===== config.mk =====
export PLATFORM = sky130hd
export DESIGN_NAME = rx_dcm_ctrl
export DESIGN_NICKNAME = d
export VERILOG_FILES = /design/src/rtl/rx_clk_pkg.sv /design/src/rtl/sync_2ff.sv /design/src/rtl/rx_dcm_ctrl.sv
export SDC_FILE = /design/constraint.sdc
export NUM_CORES = 1
export LEC_CHECK = 0
export ABC_AREA = 1
export CELL_PAD_IN_SITES_DETAIL_PLACEMENT = 1
export CELL_PAD_IN_SITES_GLOBAL_PLACEMENT = 1
export CORE_ASPECT_RATIO = 1.25
export CORE_UTILIZATION = 30
export DETAILED_ROUTE_END_ITERATION = 7
export PLACE_DENSITY_LB_ADDON = 0.08
export SYNTH_ARGS = -nofsm -noshare
export SYNTH_HDL_FRONTEND = slang
export SYNTH_SLANG_ARGS = --single-unit

===== constraint.sdc =====
create_clock -name rxclk -period 1.4 [get_ports rxclk]
set_input_delay 0.42 -clock rxclk [delete_from_list [all_inputs] [get_ports rxclk]]
set_output_delay 0.42 -clock rxclk [all_outputs]
set_load 0.005 [all_outputs]

===== src/rtl/rx_clk_pkg.sv =====
// Shared types and widths for the rx DCM reset sequencer.
`timescale 1ns/1ps
package rx_clk_pkg;

    localparam int CNT_W   = 16;
    localparam int RETRY_W = 4;

    typedef enum logic [2:0] {
        ST_HOLD   = 3'd0,
        ST_WAIT   = 3'd1,
        ST_STABLE = 3'd2,
        ST_RUN    = 3'd3,
        ST_FAIL   = 3'd4
    } rx_state_e;

endpackage


===== src/rtl/sync_2ff.sv =====
// Generic 1-bit two-flop synchronizer with synchronous active-high reset.
`timescale 1ns/1ps
module sync_2ff (
    input  logic clk,
    input  logic reset,
    input  logic d,
    output logic q
);

    logic meta;

    always_ff @(posedge clk) begin
        if (reset) begin
            meta <= 1'b0;
            q    <= 1'b0;
        end else begin
            meta <= d;
            q    <= meta;
        end
    end

endmodule


===== src/rtl/rx_dcm_ctrl.sv =====
// DCM reset sequencer and lock supervisor for the receive clock path.
// Runs on the buffered input clock so it keeps working while the DCM is unlocked.
//
//   state  | meaning
//   HOLD   | dcm_rst asserted for RST_CYCLES
//   WAIT   | DCM released, waiting for lock with timeout
//   STABLE | lock seen, must stay high for STABLE_CYCLES
//   RUN    | datapath released, lock monitored
//   FAIL   | retries exhausted, parked until restart/reset
`timescale 1ns/1ps
module rx_dcm_ctrl
    import rx_clk_pkg::*;
#(
    parameter int RST_CYCLES    = 8,
    parameter int LOCK_TIMEOUT  = 4096,
    parameter int STABLE_CYCLES = 64,
    parameter int MAX_RETRIES   = 3
) (
    input  logic               rxclk,
    input  logic               reset,
    input  logic               locked,
    input  logic               restart,
    output logic               dcm_rst,
    output logic               rx_rst,
    output logic               ready,
    output logic               fail,
    output logic               lock_lost,
    output logic [RETRY_W-1:0] retry_cnt
);

    localparam logic [CNT_W-1:0]   RST_TC    = CNT_W'(RST_CYCLES - 1);
    localparam logic [CNT_W-1:0]   LOCK_TC   = CNT_W'(LOCK_TIMEOUT - 1);
    localparam logic [CNT_W-1:0]   STABLE_TC = CNT_W'(STABLE_CYCLES - 1);
    localparam logic [RETRY_W-1:0] RETRY_MAX = RETRY_W'(MAX_RETRIES);

    rx_state_e        state;
    logic [CNT_W-1:0] count;
    logic             locked_s;

    sync_2ff u_lock_sync (
        .clk   (rxclk),
        .reset (reset),
        .d     (locked),
        .q     (locked_s)
    );

    // Outputs are written together with the state transition so they always
    // reflect the state register without a decode delay.
    always_ff @(posedge rxclk) begin
        lock_lost <= 1'b0;
        if (reset || restart) begin
            state     <= ST_HOLD;
            count     <= '0;
            retry_cnt <= '0;
            dcm_rst   <= 1'b1;
            rx_rst    <= 1'b1;
            ready     <= 1'b0;
            fail      <= 1'b0;
        end else begin
            case (state)
                ST_HOLD: begin
                    if (count == RST_TC) begin
                        state   <= ST_WAIT;
                        count   <= '0;
                        dcm_rst <= 1'b0;
                    end else begin
                        count <= count + 1'b1;
                    end
                end
                ST_WAIT: begin
                    if (locked_s) begin
                        state <= ST_STABLE;
                        count <= '0;
                    end else if (count == LOCK_TC) begin
                        count <= '0;
                        if (retry_cnt == RETRY_MAX) begin
                            state <= ST_FAIL;
                            fail  <= 1'b1;
                        end else begin
                            state     <= ST_HOLD;
                            retry_cnt <= retry_cnt + 1'b1;
                            dcm_rst   <= 1'b1;
                        end
                    end else begin
                        count <= count + 1'b1;
                    end
                end
                ST_STABLE: begin
                    if (!locked_s) begin
                        state <= ST_WAIT;
                        count <= '0;
                    end else if (count == STABLE_TC) begin
                        state  <= ST_RUN;
                        count  <= '0;
                        rx_rst <= 1'b0;
                        ready  <= 1'b1;
                    end else begin
                        count <= count + 1'b1;
                    end
                end
                ST_RUN: begin
                    if (!locked_s) begin
                        state     <= ST_HOLD;
                        count     <= '0;
                        retry_cnt <= '0;
                        lock_lost <= 1'b1;
                        dcm_rst   <= 1'b1;
                        rx_rst    <= 1'b1;
                        ready     <= 1'b0;
                    end
                end
                ST_FAIL: begin
                    state <= ST_FAIL;
                end
                default: begin
                    state     <= ST_HOLD;
                    count     <= '0;
                    retry_cnt <= '0;
                    dcm_rst   <= 1'b1;
                    rx_rst    <= 1'b1;
                    ready     <= 1'b0;
                    fail      <= 1'b0;
                end
            endcase
        end
    end

endmodule


# Word-level counts from Yosys, hierarchy flattened
# Index checks and enable logic that the tools add are counted.
# Widths: inputs -> output; s select.
dict set report totals {
  reg_bits 30
  latch_bits 0
  ram_bits 0
  romBits 0
  input_bits 4
  out_inout_bits 9
  word_cells 87
  memories 0
}
dict set report op_classes {
  n_addsub 2
  mul 0
  div 0
  order_cmp 0
  n_eq_ne 18
  shifts 0
  muxes 38
  n_bitwise 6
  reduce_logical 13
}
# cell count
set ops {}
lappend ops {{$mux 16} 6}
lappend ops {{$pmux 16 s5} 1}
lappend ops {{$mux 3} 7}
lappend ops {{$add 16x1->16 const B} 1}
lappend ops {{$eq 16x12->1 const B} 1}
lappend ops {{$eq 16x3->1 const B} 1}
lappend ops {{$eq 16x6->1 const B} 1}
lappend ops {{$mux 4} 4}
lappend ops {{$pmux 3 s5} 1}
lappend ops {{$mux 1} 14}
lappend ops {{$ne 2x2->1 const B} 7}
lappend ops {{$pmux 4 s3} 1}
lappend ops {{$reduce_and 4->1} 3}
lappend ops {{$eq 3x2->1 const B} 2}
lappend ops {{$not 1->1} 6}
lappend ops {{$pmux 1 s3} 2}
lappend ops {{$reduce_and 6->1} 1}
lappend ops {{$reduce_or 3->1} 2}
lappend ops {{$reduce_and 5->1} 1}
lappend ops {{$add 4x1->4 const B} 1}
lappend ops {{$eq 4x2->1 const B} 1}
lappend ops {{$pmux 1 s4} 1}
lappend ops {{$reduce_or 2->1} 2}
lappend ops {{$reduce_or 4->1} 1}
lappend ops {{other kinds (9)} 9}

# Logic depth before layout (Yosys ltp)
dict set report depth {
  ltp_word 5
  ltp_mapped 12
  mapped_depth_nobuf 12
}

# Hierarchy
# From an unflattened synthesis, not the netlist that was laid out.
dict set report hier_totals {
  hier_cells 237
  area_unflattened_um2 1599.0
}
# mod instances cells_each area_each_um2 seq_area_each_um2
set modules_own_cells {}
lappend modules_own_cells {rx_dcm_ctrl 1 231 1544.0 560.5}
lappend modules_own_cells {sync_2ff 1 6 55.1 40.0}

# Least setup slack after synthesis
# No wires, ideal clock.
dict set report synth_path {
  kind {register -> register}
  startpoint {register count[1]}
  endpoint {register count[2]}
  setup_time_ns 0.116
  arrival_time_ns 1.320
  t_required_ns 1.284
  slack_ns -0.036
  stages_incl_launch_ff 11
  path_buffers 0
  synth_period_minus_slack_ns 1.436
  cell_sequence {dfxtp_1 > ha_1 > nand2_2 > inv_1 > nand2_1 > nor2_4 > nand2_2 > nand3_4 > nand4_4 > nand2_2 > nor2_1}
}
dict set report synth_via {
  elab_chain_cells 4
  word_cells_on_any_way 10
  classes_between {add/sub (1); eq/ne (3); mux (6)}
}
# item line_no
set synth_lines {}
lappend synth_lines {{from (decl)} rx_dcm_ctrl.sv:37} ;# logic [CNT_W-1:0] count;
lappend synth_lines {{from (signal assigned)} rx_dcm_ctrl.sv:67} ;# count <= count + 1'b1;
lappend synth_lines {{from (signal assigned)} rx_dcm_ctrl.sv:85} ;# count <= count + 1'b1;
lappend synth_lines {{from (signal assigned)} rx_dcm_ctrl.sv:98} ;# count <= count + 1'b1;
lappend synth_lines {{$add 16x1->16, or another cell as far along} {rx_dcm_ctrl.sv:67, rx_dcm_ctrl.sv:85, rx_dcm_ctrl.sv:98}}
lappend synth_lines {{$mux 16, on equally long branches} {rx_dcm_ctrl.sv:92, rx_dcm_ctrl.sv:74}}
lappend synth_lines {{$mux 16, on equally long branches} {rx_dcm_ctrl.sv:89, rx_dcm_ctrl.sv:71}}
lappend synth_lines {{$pmux 16 s5 *} rx_dcm_ctrl.sv:60} ;# case (state)
# Mark *: on every way between the ends. The rest lies on a longest branch, timed or not.
# A chain may end at the register's enable or synchronous reset.

# Worst setup path in the final report
dict set report layout_path {
  startpoint {register count[1]}
  endpoint {register retry_cnt[3]}
}
dict set report layout_via {
  elab_chain_cells 3
}
# item line_no
set layout_lines {}
lappend layout_lines {{$eq 16x12->1} rx_dcm_ctrl.sv:74} ;# end else if (count == LOCK_TC) begin
lappend layout_lines {{$ne 2x2->1 (no line)} --}
lappend layout_lines {{$reduce_and 5->1 (no line)} --}
lappend layout_lines {{to (signal assigned)} rx_dcm_ctrl.sv:81} ;# retry_cnt <= retry_cnt + 1'b1;
lappend layout_lines {{to (decl)} rx_dcm_ctrl.sv:28} ;# output logic [RETRY_W-1:0] retry_cnt
# Every way passes these cells.

==> results.md <==
- Hold Violations, Final: 0
- Failing checks: setup timing
- Critical path data arrival time: 1690 ps
- Max Freq: 0.6625 GHz
- DR WL/cell: 13.86 µm
- #FFs+latches synth: 30
- Final worst-path cycle share: 1.078
- Fin Setup TNS: -1465 ps
- Worst rel slew slack: 0.8317
- Post-Syn Area per Cell: 6.710 µm²
- Power, Total: 0.001617 W
- GRT Total Usage: 0.1900
- GPL Wtd Cong: 0.7719
- Max-Cap Viols: 0
- Port Buffers: 12
- Diode count: 0
- GRT overflow: 0
- H-Tree Depth: 2
- Synth cell types: 32
- Fin crit period: 1509 ps
- Clk buf depth: 2
- Worst hold path class: register to register
- Initial core utilization: 0.3114
- Worst hold start: u_lock_sync.meta
- Share of the synthesized area in the top cell type: 0.3315
- Number of synthesized flops with an enable pin: 0
- Mean number of vias per cell: 4.640
- # setup viols final: 23
- Synth area leader: dfxtp_1
- Num rows: 31
- CP Class: register to register
- Post-synthesis cell area: 1812 µm²
- CTS tree: yes
- Vias in the first global route: 1987
- CTS buffer count: 5
- Unrepaired setup endpoints after global routing: yes
- CTS Hold Bufs: 0
- Routed WL: 5847 µm
- CTS clk-pin slew, worst paths: 70 ps
- DR vias: 1958
- Worst-Margin Slew: 250.2 ps
- R2R Setup Slk: -110 ps
- Largest net degree at the start of global routing: 13
- Synth warn: 0
- FFs w/ async S/R, synth: 0
- Final-stage net count: 362
- Part of the Yosys area used for sequential elements: 0.3315
- Chip height: 88.89 µm
- Hold EP: u_lock_sync.q
- Status: complete, but fails checks
- Top Ports: 13
- WP data required: 1580 ps
- P per Cell Area: 555.1 nW/µm²
- R2r startpoint: count[1]
- Clock latency on the worst-skew pair: 290 ps
- Dominant cells by area after synthesis: dfxtp_1, nand2_1, nor2_1, inv_1, nand3_1
- Number of iterations in the first detailed-routing pass: 7
- Max-slew violation count: 0
- Worst r2r dst: retry_cnt[3]
- Post-synth net total: 276
- Filler cells: 740
- Main synth FF type: dfxtp_1
- Layout Skew: 5.057 ps
- Worst setup EP type: register
- Leakage power total: 1.362 nW
- Initial antenna violation count: 0
- Synthesized instance count: 270
- Post-DP HPWL: 4403 µm
- Startpoint type of the worst setup path: register
- DR DRC count: 0
- Worst Slack Setup Final: -109.5 ps
- Root Driver: clkbuf_8
- Max Fanout on Critical Path: 6
- FF-to-FF path depth: 13
- Peak VDD IR: 332.9 µV
- DRT iter0 DRCs: 38
- Clock Sinks: 30
- Core box area: 5818 µm²
- Die area: 6356 µm²
- Hold depth: 2
- First-pass GRT wire length: 9232 µm
- P&R area growth vs syn: 60.77%
- Die Wd: 71.51 µm
- Share of cells above drive strength 1: 0.4579
- Antenna Nets Post-Route: 0
==> Yosys cell counts, types with 2 or more instances <==
cell type   n
xor2_1     10
nand2_4     3
nor4_1      2
nor2_2      2
nand2_1    58
ha_1        2
inv_1      41
a21oi_1    16
buf_6       2
nor2_4      3
inv_2       3
nand3_1    26
dfxtp_1    30
nor3_1      4
nand2_2     7
o21ai_0     2
nor2_1     43
nand4_1     2
==> routing by layer <==
metal	vias to the layer above	share of wire	track usage	routed length [µm]
met2	17	0.55	0.3792	3242
met3	7	0.023	0.02733	135
met4	0	0.014	0.05526	80
met1	926	0.41	0.2063	2389
li1	1008	-	-	-
met5	-	0	0	0
==> cells by family (layout without fill, tap and decap cells) <==
group | count (synthesis) | in the layout | share of synthesized area
xor+xnor | 10 | 10 | 0.04834
buf+inv | 49 | 135 | 0.1160
flops | 30 | 30 | 0.3315
fa+ha+maj | 2 | 2 | 0.01381
compound gates | 24 | 24 | 0.07390
simple gates | 155 | 155 | 0.4164
==> where the power goes <==
group	switching, W	internal [W]	leakage [nW]
Clock	0.000344	0.000342	0.0383
Combinational	0.0000382	0.0000305	1.07
Sequential	0.00000489	0.000857	0.250
Total	0.000387	0.00123	1.36
==> area by class of cell <==
type | count | area [µm²] | share of cell area
Sequential cell | 30 | 620.6 | 0.2131
Multi-Input combinational cell | 191 | 1256 | 0.4313
Tap cell | 66 | 82.58 | 0.02835
Timing Repair Buffer | 84 | 703.2 | 0.2414
Clock buffer | 7 | 76.32 | 0.02620
Inverter | 44 | 173.9 | 0.05971
==> flip-flops by register name, summed over array words and instances (netlist names) <==
register,flops
count,16
retry_cnt,4
state,3
dcm_rst,1
fail,1
lock_lost,1
ready,1
rx_rst,1
u_lock_sync.meta,1
u_lock_sync.q,1
==> cells in the final DEF (no fill, tap or decap), types with 2 or more instances in the layout <==
master	n
a21oi_1	9
a21oi_2	6
buf_12	2
buf_4	63
buf_6	7
clkbuf_1	2
clkbuf_8	5
clkdlybuf4s15_1	2
clkdlybuf4s50_1	3
dfxtp_1	16
dfxtp_2	13
dlygate4sd2_1	7
inv_1	36
inv_2	5
inv_4	2
nand2_1	47
nand2_2	15
nand2_4	4
nand2_8	2
nand3_1	17
nand3_2	6
nand3_4	4
nand4_1	2
nor2_1	30
nor2_2	11
nor2_4	7
nor3_2	3
nor4_1	2
o21ai_0	2
xor2_1	10
==> how the worst max path moves through the flow <==
stage,from,end,slack (ps),depth (start not counted)
after detailed placement,reset,count[6],-260,6
after CTS,count[0],retry_cnt[3],-170,13
final,count[1],retry_cnt[3],-110,13
after global routing,count[11],retry_cnt[3],-230,12
after global placement,reset,state[0],-210,6
after floorplan,count[1],count[2],30,10
==> worst max-delay path, stage by stage, from the launching register on <==
cell	delay, ps
dfxtp_2	350
ha_4	160
nand2_4	70
inv_4	60
nand2_4	50
nor2_4	100
nand2_2	90
buf_6	140
nand2_8	80
nand2_8	70
nor2_4	80
nand2_1	50
nand2_1	50
nor2_1	40
==> per-stage QoR <==
stage          hold WS, ps  area [µm²]  setup WS [ps]    util  instances
2_1_floorplan        388.3        1829          26.82       -        270
3_3_place_gp         393.6        2477         -212.8  0.4258        405
3_5_place_dp         416.3        2477         -261.9  0.4258        405
4_1_cts              428.6        2743         -167.8  0.4714        417
5_1_grt              455.5        2913         -228.0  0.5006        422
6_report             424.7        2913         -109.5  0.5006        422
==> repair_timing <==
item,4_1_cts,5_1_grt
endpoints found under the setup margin,36,27
endpoints found under the hold margin,0,0
buffers inserted,5,6
pin swaps,17,22
gates resized for setup,52,42
Power figures use the tool's default switching activity.
